[src/rtl/detector_regs_pkg.sv]
// Shared definitions for the detector Avalon register file: register-kind
// encoding, byte-lane mask expansion and kind derivation from the kind masks.
package detector_regs_pkg;

    localparam int MAX_DATA_W = 256;
    localparam int MAX_BE_W   = MAX_DATA_W / 8;
    localparam int MAX_REGS   = 64;

    typedef enum logic [1:0] {
        KIND_RW     = 2'd0,
        KIND_PULSE  = 2'd1,
        KIND_IN     = 2'd2,
        KIND_STICKY = 2'd3
    } reg_kind_e;

    // Expand byte enables into a bit mask; callers narrow it to their width.
    function automatic logic [MAX_DATA_W-1:0] be_to_mask(input logic [MAX_BE_W-1:0] be);
        logic [MAX_DATA_W-1:0] m;
        m = '0;
        for (int b = 0; b < MAX_BE_W; b++) begin
            m[b*8 +: 8] = {8{be[b]}};
        end
        return m;
    endfunction

    // Sticky only counts on input-sourced registers, pulse only on the others.
    function automatic reg_kind_e reg_kind(input logic [MAX_REGS-1:0] in_m,
                                           input logic [MAX_REGS-1:0] sticky_m,
                                           input logic [MAX_REGS-1:0] pulse_m,
                                           input int                  idx);
        reg_kind_e k;
        k = KIND_RW;
        if (idx >= 0 && idx < MAX_REGS) begin
            if (in_m[idx]) begin
                k = sticky_m[idx] ? KIND_STICKY : KIND_IN;
            end else begin
                k = pulse_m[idx] ? KIND_PULSE : KIND_RW;
            end
        end
        return k;
    endfunction

endpackage

[src/rtl/detector_reg_cell.sv]
// One register of the detector register file: storage, kind behaviour,
// byte-lane write, registered write strobe and combinational read value.
module detector_reg_cell
    import detector_regs_pkg::*;
#(
    parameter int                    DATA_WIDTH = 32,
    parameter reg_kind_e             KIND       = KIND_RW,
    parameter logic [DATA_WIDTH-1:0] RESET_VAL  = '0
) (
    input  logic                  clk,
    input  logic                  rst_n,
    input  logic                  wr_en,
    input  logic [DATA_WIDTH-1:0] wr_data,
    input  logic [DATA_WIDTH-1:0] wr_mask,
    input  logic [DATA_WIDTH-1:0] sig_in,
    output logic [DATA_WIDTH-1:0] sig_out,
    output logic                  wr_strobe,
    output logic [DATA_WIDTH-1:0] rd_val
);

    // Only plain RW registers carry a non-zero reset value.
    localparam logic [DATA_WIDTH-1:0] INIT_VAL = (KIND == KIND_RW) ? RESET_VAL : '0;

    logic [DATA_WIDTH-1:0] data_q, data_d;
    logic                  strobe_q, strobe_d;

    // Next-state of the stored value according to the register kind.
    always_comb begin
        logic [DATA_WIDTH-1:0] clr;
        clr      = wr_en ? (wr_data & wr_mask) : '0;
        data_d   = data_q;
        strobe_d = wr_en;
        case (KIND)
            KIND_RW: begin
                if (wr_en) begin
                    data_d = (data_q & ~wr_mask) | (wr_data & wr_mask);
                end
            end
            KIND_PULSE: begin
                data_d = clr;
            end
            KIND_STICKY: begin
                // New input events are ORed in after the clear so none is lost.
                data_d = (data_q & ~clr) | sig_in;
            end
            default: begin
                data_d = '0;
            end
        endcase
    end

    // Register storage and strobe with asynchronous reset.
    always_ff @(posedge clk or negedge rst_n) begin
        if (!rst_n) begin
            data_q   <= INIT_VAL;
            strobe_q <= 1'b0;
        end else begin
            data_q   <= data_d;
            strobe_q <= strobe_d;
        end
    end

    // Control output and read value per kind.
    always_comb begin
        sig_out = '0;
        rd_val  = '0;
        case (KIND)
            KIND_RW: begin
                sig_out = data_q;
                rd_val  = data_q;
            end
            KIND_PULSE: begin
                sig_out = data_q;
            end
            KIND_STICKY: begin
                rd_val = data_q;
            end
            default: begin
                rd_val = sig_in;
            end
        endcase
    end

    assign wr_strobe = strobe_q;

endmodule

[src/rtl/detector_avalon_regfile.sv]
// Avalon-MM slave register file for the video detector driver.
// Address decode, one-cycle read pipeline and optional interrupt.
// Optional macro DETECTOR_REGS_IRQ_EN adds an irq-enable register at address
// REGS_NUM and the irq output.
module detector_avalon_regfile
    import detector_regs_pkg::*;
#(
    parameter int                               ADDR_WIDTH       = 4,
    parameter int                               DATA_WIDTH       = 32,
    parameter int                               REGS_NUM         = 10,
    parameter logic [MAX_REGS-1:0]              REGS_IN_MASK     = '0,
    parameter logic [MAX_REGS-1:0]              REGS_STICKY_MASK = '0,
    parameter logic [MAX_REGS-1:0]              REGS_PULSE_MASK  = '0,
    parameter logic [REGS_NUM*DATA_WIDTH-1:0]   REGS_RESET       = '0
) (
    input  logic                             clk,
    input  logic                             rst_n,
    input  logic [ADDR_WIDTH-1:0]            av_address,
    input  logic                             av_read,
    input  logic                             av_write,
    input  logic [DATA_WIDTH/8-1:0]          av_byteenable,
    input  logic [DATA_WIDTH-1:0]            av_writedata,
    output logic [DATA_WIDTH-1:0]            av_readdata,
    output logic                             av_readdatavalid,
    input  logic [REGS_NUM*DATA_WIDTH-1:0]   register_signal_in,
    output logic [REGS_NUM*DATA_WIDTH-1:0]   register_signal_out,
    output logic [REGS_NUM-1:0]              register_write_strobe
`ifdef DETECTOR_REGS_IRQ_EN
    ,
    output logic                             irq
`endif
);

    logic [DATA_WIDTH-1:0] lane_mask;
    logic [DATA_WIDTH-1:0] rd_vals [REGS_NUM];
    logic [DATA_WIDTH-1:0] rd_sel;
    logic [DATA_WIDTH-1:0] rdata_q, rdata_d;
    logic                  rvalid_q, rvalid_d;

    assign lane_mask = DATA_WIDTH'(be_to_mask(MAX_BE_W'(av_byteenable)));

    for (genvar i = 0; i < REGS_NUM; i++) begin : g_reg
        localparam reg_kind_e K = reg_kind(REGS_IN_MASK, REGS_STICKY_MASK, REGS_PULSE_MASK, i);
        logic wr_hit;
        assign wr_hit = av_write && (int'(av_address) == i);

        detector_reg_cell #(
            .DATA_WIDTH (DATA_WIDTH),
            .KIND       (K),
            .RESET_VAL  (REGS_RESET[i*DATA_WIDTH +: DATA_WIDTH])
        ) u_cell (
            .clk       (clk),
            .rst_n     (rst_n),
            .wr_en     (wr_hit),
            .wr_data   (av_writedata),
            .wr_mask   (lane_mask),
            .sig_in    (register_signal_in[i*DATA_WIDTH +: DATA_WIDTH]),
            .sig_out   (register_signal_out[i*DATA_WIDTH +: DATA_WIDTH]),
            .wr_strobe (register_write_strobe[i]),
            .rd_val    (rd_vals[i])
        );
    end

`ifdef DETECTOR_REGS_IRQ_EN
    logic [DATA_WIDTH-1:0] irq_en_q, irq_en_d;
    logic                  irq_q, irq_d;

    // Irq-enable register update and interrupt from enabled sticky bits.
    always_comb begin
        logic [DATA_WIDTH-1:0] sticky_any;
        irq_en_d = irq_en_q;
        if (av_write && (int'(av_address) == REGS_NUM)) begin
            irq_en_d = (irq_en_q & ~lane_mask) | (av_writedata & lane_mask);
        end
        sticky_any = '0;
        for (int i = 0; i < REGS_NUM; i++) begin
            if (reg_kind(REGS_IN_MASK, REGS_STICKY_MASK, REGS_PULSE_MASK, i) == KIND_STICKY) begin
                sticky_any = sticky_any | rd_vals[i];
            end
        end
        irq_d = |(sticky_any & irq_en_q);
    end

    // Irq-enable and interrupt registers.
    always_ff @(posedge clk or negedge rst_n) begin
        if (!rst_n) begin
            irq_en_q <= '0;
            irq_q    <= 1'b0;
        end else begin
            irq_en_q <= irq_en_d;
            irq_q    <= irq_d;
        end
    end

    assign irq = irq_q;
`endif

    // Read mux over current state: a same-cycle write is not yet visible.
    always_comb begin
        rd_sel = '0;
        for (int i = 0; i < REGS_NUM; i++) begin
            if (int'(av_address) == i) begin
                rd_sel = rd_vals[i];
            end
        end
`ifdef DETECTOR_REGS_IRQ_EN
        if (int'(av_address) == REGS_NUM) begin
            rd_sel = irq_en_q;
        end
`endif
        rdata_d  = av_read ? rd_sel : rdata_q;
        rvalid_d = av_read;
    end

    // Read response stage; readdata holds between reads.
    always_ff @(posedge clk or negedge rst_n) begin
        if (!rst_n) begin
            rdata_q  <= '0;
            rvalid_q <= 1'b0;
        end else begin
            rdata_q  <= rdata_d;
            rvalid_q <= rvalid_d;
        end
    end

    assign av_readdata      = rdata_q;
    assign av_readdatavalid = rvalid_q;

endmodule

[config.mk]
export PLATFORM = sky130hd
export DESIGN_NAME = detector_avalon_regfile
export DESIGN_NICKNAME = d
export VERILOG_FILES = /design/src/rtl/detector_regs_pkg.sv /design/src/rtl/detector_reg_cell.sv /design/src/rtl/detector_avalon_regfile.sv
export SDC_FILE = /design/constraint.sdc
export NUM_CORES = 1
export LEC_CHECK = 0
export CAP_MARGIN = 10
export CORE_AREA = 2 2 286 288
export DETAILED_ROUTE_END_ITERATION = 16
export DIE_AREA = 0 0 288 290
export PLACE_DENSITY = 0.46
export SYNTH_ARGS = -nofsm -noshare
export SYNTH_HDL_FRONTEND = slang
export SYNTH_SLANG_ARGS = --single-unit
export TNS_END_PERCENT = 20
[constraint.sdc]
create_clock -name clk -period 1.48 [get_ports clk]
set_input_delay 0.148 -clock clk [delete_from_list [all_inputs] [get_ports clk]]
set_output_delay 0.148 -clock clk [all_outputs]
set_load 0.02 [all_outputs]
==> impl_metrics.json <==
{
  "worstSetupStartpointType": "flip-flop",
  "met1_length_mm": 37.7,
  "synth-seq-cells": 363,
  "slew_viol_final": 0,
  "postSynth.asyncResetShare": 1.00,
  "max_clock_freq_mhz": 647,
  "cts.sink_count": 363,
  "grt_setup_unrepaired": "true",
  "netlist_area_um2": 16600,
  "relSlewSlack": 0.662,
  "nets": 2245,
  "crit_fanout": 2,
  "placed_cell_area_um2": 23800,
  "drc_violation_total_after_the_first_tritonroute_iteration": 926,
  "status": "finished, violations left",
  "synth_top_area_cell": "dfrtp_1",
  "min_period_over_period": 1.05,
  "p_r_area_growth_vs_syn_pct": 47.8,
  "number_of_fill_cells_in_the_layout": 8300,
  "gr-usage-all-layers": 0.191,
  "maxCapViolCount": 0,
  "clock_insertion_delay_worst_skew_ps": 590,
  "count_of_pins_on_the_block_boundary": 727,
  "ctsHtreeMaxLevel": 2,
  "syn_inst": 1320,
  "critPathTopFamily": "multiplexers",
  "highest-signal-layer": "met5",
  "cts-buffers-inserted": 45,
  "post_route_cells_drive_above_1_share": 0.521,
  "finalCoreUtilization": 0.307,
  "synth_edf_count": 0,
  "yosysSeqAreaShare": 0.546,
  "timing.critical_path.slowest_stage_cell": "mux4_2",
  "via_count": 13700,
  "vias_in_the_first_global_route": 14200,
  "regArea_um2": 9130,
  "yosys-top-cells-area": "dfrtp_1 55%, mux2_2 22%, mux2i_1 4.1%",
  "fin_crit_ps": 1550,
  "via_per_inst": 4.61,
  "post_route_clock_skew_ps": 23.5,
  "timing.critical_path.arrival_ps": 2000,
  "timing.setup.critical_path_class": "flip-flop to flip-flop",
  "drtPass1Iterations": 5,
  "predominant_post_synthesis_flop_cell": "dfrtp_1",
  "grt_max_degree": 56,
  "syn-num-nets": 1684,
  "met2_wirelength_mm": 34.0,
  "globalRoute.totalOverflow": 0,
  "clk_pin_slew_ps": 60,
  "cp.buffers_inverters": 0,
  "kind_of_end_point_of_the_critical_path": "flip-flop",
  "yosys_warnings": 0,
  "layout.cell_area.non_filler_um2": 24600,
  "holdCritPathClass": "input pin to asynchronous set/reset pin",
  "gp_routability_congestion": 0.830,
  "dieArea_um2": 83500,
  "finalHoldViolations": 0,
  "failed_checks": "setup timing",
  "detail_route.wirelength_mm": 81.2,
  "postRouteAntennaNets": 0,
  "floorplan.core_area_um2": 80200,
  "buffer_ports.inserted": 406,
  "antenna_found_initial": 7,
  "routedWlPerCell_um": 27.3,
  "max_slew.worst_pin.slew_ps": 505,
  "netlist-cell-type-count": 47,
  "die_height_um": 290,
  "detail_route.drc_violations": 0,
  "floorplan.rows": 104,
  "detailroute.wirelength.met3_mm": 8.21,
  "synth_area_per_cell_um2": 12.6,
  "die_x_um": 288,
  "dp_worst_setup_slack_ps": -792,
  "cell_at_the_root_of_the_clock_tree": "clkbuf_16",
  "power_density_over_the_cells_nw_per_um2": 1400,
  "cts.path.max_buffers": 3,
  "setup-violations-final": 1,
  "grt_pass1_wl_mm": 114,
  "post-route-worst-setup-slack_ps": -66.6,
  "critPathRequiredTime_ps": 1930,
  "ir_worst_vdd_uv": 806,
  "yosys.area.top_type_share": 0.546,
  "critical_path.cell_chain": "mux4_2 -> mux2i_1 -> o21ai_1 -> mux2_4",
  "initial_utilization": 0.208,
  "multi_input_comb_area_um2": 7100,
  "hold-worst-slack_ps": 42.5,
  "critical_path.max_stage_delay_ps": 520,
  "tritoncts_clock_tree": "done",
  "power.static_leakage_uw": 0.0111,
  "place_hpwl_mm": 62.3
}
worst register-to-register path: cells and delay by family (launching register included):
family | cells | cell delay, ps
multiplexers | 3 | 940
flip-flops | 1 | 380
AO/OA/AOI/OAI | 1 | 100
cell usage in the layout (no fill, tap or decap), types with 25 or more instances in the layout:
| cell type | netlist | final |
|---|---|---|
| mux2_2 | 323 | 322 |
| buf_12 | 0 | 66 |
| o21ai_0 | 57 | 50 |
| clkbuf_2 | 0 | 116 |
| a31oi_1 | 25 | 25 |
| mux2i_1 | 68 | 67 |
| dfrtp_1 | 363 | 326 |
| a21oi_1 | 25 | 25 |
| clkdlybuf4s50_1 | 0 | 37 |
| nand2_1 | 49 | 49 |
| clkdlybuf4s15_2 | 0 | 77 |
| nor2_1 | 76 | 76 |
| buf_2 | 25 | 87 |
| o22ai_1 | 25 | 25 |
| clkdlybuf4s15_1 | 0 | 63 |
| clkbuf_16 | 0 | 47 |
| buf_4 | 19 | 154 |
| dfrtp_2 | 0 | 37 |
per-stage QoR:
step | setup TNS (ps) | power (µW) | cells
6_report | -66.6 | 34500 | 2978
2_1_floorplan | -8850 | 18000 | 1320
3_3_place_gp | -236760 | 24700 | 2877
4_1_cts | -4360 | 35000 | 2976
3_5_place_dp | -237620 | 24800 | 2877
5_1_grt | -142 | 36100 | 2975
layer usage:
metal,vias up,global-route usage
met5,-,0
met2,626,0.276
li1,5904,-
met3,92,0.0721
met4,10,0.0363
met1,7109,0.271
area by class of cell:
type / count / area share
clock inverter: 14 / 0.00534
multi-input combinational: 846 / 0.289
tap: 1060 / 0.0539
sequential: 363 / 0.371
inverter: 5 / 0.000763
antenna: 3 / 0.000305
timing repair buffer: 620 / 0.226
clock buffer: 67 / 0.0537
cell families after synthesis:
logic type	Yosys count	share of synthesized area
muxes	396	0.264
DFF	363	0.546
and+or+nand+nor	234	0.0757
AOI/OAI and AO/OA	216	0.0823
buffers and inverters	111	0.0319
final timing paths:
kind	from	to	slack, ps	depth (start not counted)
worst max-delay path	flip-flop	av_readdata[7]$_DFFE_PN0P_	-70	4
worst min-delay path	rst_n	asynchronous set/reset pin	40	2
worst max register to register	flip-flop	av_readdata[7]$_DFFE_PN0P_	-70	4
worst min register to register	av_readdata[7]$_DFFE_PN0P_	av_readdata[7]$_DFFE_PN0P_	520	1
max in group asynchronous	rst_n	asynchronous set/reset pin	770	4
min in group clk	av_address[0]	g_reg[0].u_cell.wr_strobe$_DFF_PN0_	180	4
Yosys cell counts, types with 4 or more instances:
cell type	n
dfrtp_1	363
nor2b_1	8
a211oi_1	11
nor2_4	15
nand3b_1	9
a21oi_1	25
buf_4	19
inv_1	4
a221oi_1	24
buf_2	25
o21ai_1	17
a22oi_1	6
nand2b_1	22
and2_1	4
mux2_2	323
nand2_1	49
o2111ai_1	8
mux2i_1	68
o22ai_1	25
nor2_2	18
o21ai_0	57
a31oi_1	25
clkbuf_1	25
nor2_1	76
o2bb2ai_1	5
nand2_2	15
nand3_1	6
buf_1	35
timing repair:
item | 4_1_cts | 5_1_grt
setup endpoints to repair | 668 | 208
pin swaps | 0 | 5
gates resized for setup | 812 | 325
endpoints found under the hold margin | 365 | 0
hold buffers | 2 | 0
setup buffers | 16 | 0
report_power, final:
| part | total [µW] | internal, µW | switching [µW] |
|---|---|---|---|
| Sequential | 13800 | 11800 | 1970 |
| Combinational | 9700 | 4160 | 5550 |
| Clock | 11100 | 6520 | 4530 |
(Power assumes the default switching activity.)
